### src/rtl/regfile_operand_master.sv
// Operand fetch/writeback initiator for the operand regfile port.
// Reads two sources, presents them to the consumer, then optionally writes back a result.
module regfile_operand_master #(
  parameter int A_WIDTH = 4,
  parameter int D_WIDTH = 32
) (
  input  logic               Clk,
  input  logic               Rst,
  input  logic               Req_Valid_i,
  output logic               Req_Ready_o,
  input  logic [A_WIDTH-1:0] Req_SrcA_i,
  input  logic [A_WIDTH-1:0] Req_SrcB_i,
  input  logic [A_WIDTH-1:0] Req_Dst_i,
  input  logic               Req_Wb_i,
  output logic [D_WIDTH-1:0] Op_A_o,
  output logic [D_WIDTH-1:0] Op_B_o,
  output logic               Op_Valid_o,
  input  logic               Op_Ready_i,
  input  logic [D_WIDTH-1:0] Wb_Data_i,
  input  logic               Wb_Valid_i,
  output logic               Wb_Ready_o,
  output logic [A_WIDTH-1:0] Rf_Addr_o,
  output logic               Rf_RW_o,
  output logic               Rf_En_o,
  output logic [D_WIDTH-1:0] Rf_Wdata_o,
  input  logic [D_WIDTH-1:0] Rf_Rdata_i
);

  typedef enum logic [2:0] {
    IDLE    = 3'd0,
    RD_A    = 3'd1,
    RD_B    = 3'd2,
    CAP_B   = 3'd3,
    OPS     = 3'd4,
    WAIT_WB = 3'd5,
    WR      = 3'd6
  } state_t;

  state_t             state_q, state_d;
  logic [A_WIDTH-1:0] src_a_q, src_b_q, dst_q;
  logic               wb_q;
  logic               req_ready_q, op_valid_q, wb_ready_q;
  logic               rf_en_q, rf_rw_q;
  logic [A_WIDTH-1:0] rf_addr_q;
  logic [D_WIDTH-1:0] rf_wdata_q, op_a_q, op_b_q;

  always_comb begin
    state_d = state_q;
    unique case (state_q)
      IDLE:    if (Req_Valid_i && req_ready_q) state_d = RD_A;
      RD_A:    state_d = RD_B;
      RD_B:    state_d = CAP_B;
      CAP_B:   state_d = OPS;
      OPS:     if (Op_Ready_i) state_d = wb_q ? WAIT_WB : IDLE;
      WAIT_WB: if (Wb_Valid_i) state_d = WR;
      WR:      state_d = IDLE;
      default: state_d = IDLE;
    endcase
  end

  // Outputs are registered from the next state so they line up with the state they describe.
  always_ff @(posedge Clk) begin
    if (Rst) begin
      state_q     <= IDLE;
      src_a_q     <= '0;
      src_b_q     <= '0;
      dst_q       <= '0;
      wb_q        <= 1'b0;
      req_ready_q <= 1'b0;
      op_valid_q  <= 1'b0;
      wb_ready_q  <= 1'b0;
      rf_en_q     <= 1'b0;
      rf_rw_q     <= 1'b0;
      rf_addr_q   <= '0;
      rf_wdata_q  <= '0;
      op_a_q      <= '0;
      op_b_q      <= '0;
    end else begin
      state_q <= state_d;
      if (state_q == IDLE && state_d == RD_A) begin
        src_a_q <= Req_SrcA_i;
        src_b_q <= Req_SrcB_i;
        dst_q   <= Req_Dst_i;
        wb_q    <= Req_Wb_i;
      end
      if (state_q == RD_B)  op_a_q <= Rf_Rdata_i;
      if (state_q == CAP_B) op_b_q <= Rf_Rdata_i;

      req_ready_q <= (state_d == IDLE);
      op_valid_q  <= (state_d == OPS);
      wb_ready_q  <= (state_d == WAIT_WB);
      rf_en_q     <= (state_d == RD_A) || (state_d == RD_B) || (state_d == WR);
      rf_rw_q     <= (state_d == WR);

      unique case (state_d)
        RD_A:    rf_addr_q <= (state_q == IDLE) ? Req_SrcA_i : src_a_q;
        RD_B:    rf_addr_q <= src_b_q;
        WR:      rf_addr_q <= dst_q;
        default: rf_addr_q <= '0;
      endcase
      // WR is only reached through the writeback handshake, so Wb_Data_i is the result here.
      rf_wdata_q <= (state_d == WR) ? Wb_Data_i : '0;
    end
  end

  assign Req_Ready_o = req_ready_q;
  assign Op_Valid_o  = op_valid_q;
  assign Op_A_o      = op_a_q;
  assign Op_B_o      = op_b_q;
  assign Wb_Ready_o  = wb_ready_q;
  assign Rf_En_o     = rf_en_q;
  assign Rf_RW_o     = rf_rw_q;
  assign Rf_Addr_o   = rf_addr_q;
  assign Rf_Wdata_o  = rf_wdata_q;

endmodule

### config.mk
export PLATFORM = sky130hd
export DESIGN_NAME = regfile_operand_master
export DESIGN_NICKNAME = d
export VERILOG_FILES = /design/src/rtl/regfile_operand_master.sv
export SDC_FILE = /design/constraint.sdc
export NUM_CORES = 1
export LEC_CHECK = 0
export CAP_MARGIN = 25
export CORE_ASPECT_RATIO = 0.6
export CORE_MARGIN = 2
export CORE_UTILIZATION = 45
export CTS_BUF_LIST = sky130_fd_sc_hd__clkbuf_4
export DETAILED_ROUTE_END_ITERATION = 6
export GPL_TIMING_DRIVEN = 0
export MAX_ROUTING_LAYER = met4
export PLACE_DENSITY = 0.95
export SYNTH_ARGS = -nofsm -noshare
export SYNTH_HDL_FRONTEND = slang
export SYNTH_SLANG_ARGS = --single-unit
### constraint.sdc
create_clock -name Clk -period 1.9 [get_ports Clk]
set_input_delay 0.285 -clock Clk [delete_from_list [all_inputs] [get_ports Clk]]
set_output_delay 0.285 -clock Clk [all_outputs]
set_load 0.005 [all_outputs]
==> metrics.csv <==
metric,value,unit
status,"finished, final reports clean",
power,5.45,mW
routed_wl,12400,µm
worst_pin_slew,0.563,ns
cp-end-kind,primary output,
power_frac_clock,0.405,
async_flop_share,0,
clkLatencyLatePin,0.52,ns
maxSlewViolCount,0,
power.density,857,mW/mm²
synth_area_leaders,"dfxtp_1, nand2_1, a21oi_1, and2_1, buf_2",
core,0.00859,mm²
pwr-share-seq,0.474,
synthToLayoutAreaGrowth,58.9,%
antenna_cells,0,
start_util,0.466,
ys_ff_latch,117,
leakagePower,2.32,nW
cts_buffers,17,
critical_path_arrival,1.43,ns
grt_overflow_total,0,
fin_crit_sh,0.905,
grt_max_degree,17,
cp_num_buf_inv,1,
placed_cell_area,0.00600,mm²
skew,0.0211,ns
first_iter_violations,270,
finish.instance_area,0.00636,mm²
p_switching,1.36,mW
vias,4013,
track_usage,0.263,
internal_power,4.09,mW
final_util,0.741,
htree_levels,4,
die_x,126,µm
yosys_warnings,0,
combPwrFrac,0.121,
clk_pin_slew,0.13,ns
drive_above_1_share,0.0847,
drtAntennaViolNets,0,
synth_flop_cell,dfxtp_1,
hp-class,in2reg,
period_minus_slack,1.72,ns
slew-limit-headroom,0.625,
firstDrtPassIters,5,
setup_viol,0,
antenna_found_initial,0,
grt_pass1_wl,19400,µm
gp_congestion,0.939,
layout.nets,742,
rsz0062_at_grt,false,
cts-root-buf,clkbuf_4,
die-area,0.00969,mm²
path_cells,clkdlybuf4s50_1,
ctsResizeCount,0,
max_freq,0.582,GHz
yosys.area.top_type,dfxtp_1,
die_h,77.1,µm
final_hold_viol_count,0,
ys_types,32,
cp-start-kind,flip-flop,
crit_required,1.62,ns
maxCapViolations,0,
io_buffers,186,
rows,26,
pin_count,187,
clockBufferDepth,2,
cts_tree,built,
crit_family,buffers and inverters,
mappedNetlistNets,537,
avgSynthCellArea,8.80,µm²
switching_share,0.250,
cts_setup_buffers,0,
synth-edff-count,0,
clkSinkCount,117,
max-vdd-ir-drop,0.000578,V
cp_slowest_cell,clkdlybuf4s50_1,
grt_pass1_vias,3902,
path_class,reg2out,
syn-cell-area,0.00400,mm²
synth_top_area_share,0.585,
syn_inst,455,
dp_hpwl,8910,µm
wl_per_cell,15.8,µm
cp_max_fo,2,
drc,0,
vias_per_cell,5.11,
ys_seq_area_frac,0.585,
critPathMaxStageDelay,0.52,ns
holdBufCountCts,0,
==> metal layers <==
layer,wire length [µm],vias up,track usage,share of wire
met5,0,-,-,0
met4,192,0,0.103,0.016
met3,1050,21,0.0656,0.085
met2,6080,204,0.439,0.49
met1,5050,1886,0.308,0.41
li1,-,1902,-,-
==> state kept, by name, indices dropped and copies added (netlist names), 3 cells and up <==
name / count
state_q: 3
Op_A_o: 32
src_b_q: 4
Op_B_o: 32
Rf_Addr_o: 4
Rf_Wdata_o: 32
dst_q: 4
==> cells in the final DEF, fill, tap and decap left out, types with 2 or more instances in the layout <==
master,n
clkdlybuf4s50_1,186
nand2_1,130
dfxtp_1,117
a21oi_1,82
and2_1,32
clkbuf_4,17
buf_2,14
clkbuf_1,13
nand3_1,13
o21ai_0,12
nor2b_1,7
bufinv_16,5
buf_4,4
and3_1,4
inv_1,3
clkinv_4,3
inv_6,3
clkbuf_2,2
and3b_1,2
nand2b_1,2
o21ai_1,2
clkinv_2,2
clkinvlp_4,2
==> cells in the mapped netlist, types with 2 or more instances <==
master / instances
a21oi_1: 82
and2_1: 32
and3_1: 4
and3b_1: 2
buf_2: 14
buf_4: 4
clkbuf_1: 13
clkbuf_2: 2
dfxtp_1: 117
inv_1: 3
nand2_1: 130
nand2b_1: 2
nand3_1: 13
nor2b_1: 7
o21ai_0: 12
o21ai_1: 2
==> kinds of logic after synthesis <==
group / after synthesis / synth area share
DFF: 117 / 0.585
and+or+nand+nor: 199 / 0.237
buffers and inverters: 37 / 0.0435
AOI/OAI and AO/OA: 101 / 0.132
xor gates and xnor gates: 1 / 0.00219
==> cell type report <==
cell class | instances | area [µm²]
Sequential cell | 117 | 2340
Timing Repair Buffer | 186 | 1860
Multi-Input combinational cell | 301 | 1490
Fill cell | 623 | 2230
Clock buffer | 17 | 128
Clock inverter | 15 | 228
Buffer | 34 | 163
Tap cell | 112 | 140
Inverter | 3 | 11.3
==> power groups by stage <==
| stage | clock (mW) | combinational [mW] | sequential (mW) |
|---|---|---|---|
| after CTS | 2.25 | 0.656 | 2.58 |
| after global routing | 2.35 | 0.715 | 2.59 |
| after global placement | 0 | 0.628 | 2.63 |
| after detailed placement | 0 | 0.648 | 2.64 |
| final | 2.21 | 0.661 | 2.58 |
| after floorplan | 0 | 0.261 | 2.63 |
==> worst register-to-register path: stages, from the launching register on <==
cell and delay (ns):
dfxtp_1 0.35, buf_4 0.18, nor3b_4 0.32, buf_2 0.30, nand2_1 0.09, a21oi_1 0.22
==> path summary, 6_finish.rpt <==
check | startpoint | to | slack (ns) | cells past startpoint
max | Op_A_o[14] | Op_A_o[14] | 0.18 | 1
min reg2reg | Op_B_o[17] | Op_B_o[17] | 0.46 | 2
min | Wb_Data_i[20] | Rf_Wdata_o[20] | 0.31 | 2
max reg2reg | state_q[2] | Op_A_o[14] | 0.37 | 5
==> stage by stage <==
| step | worst slack, ns | instances | setup TNS [ns] | hold WS, ns |
|---|---|---|---|---|
| floorplan | 0.651 | 455 | 0 | 0.407 |
| global placement | -0.0210 | 753 | -0.269 | 0.442 |
| detailed placement | -0.116 | 753 | -4.16 | 0.448 |
| CTS | 0.114 | 785 | 0 | 0.263 |
| global route | 0.105 | 785 | 0 | 0.266 |
| finish | 0.181 | 785 | 0 | 0.306 |
Note: power is estimated with default switching activity, not from simulation.
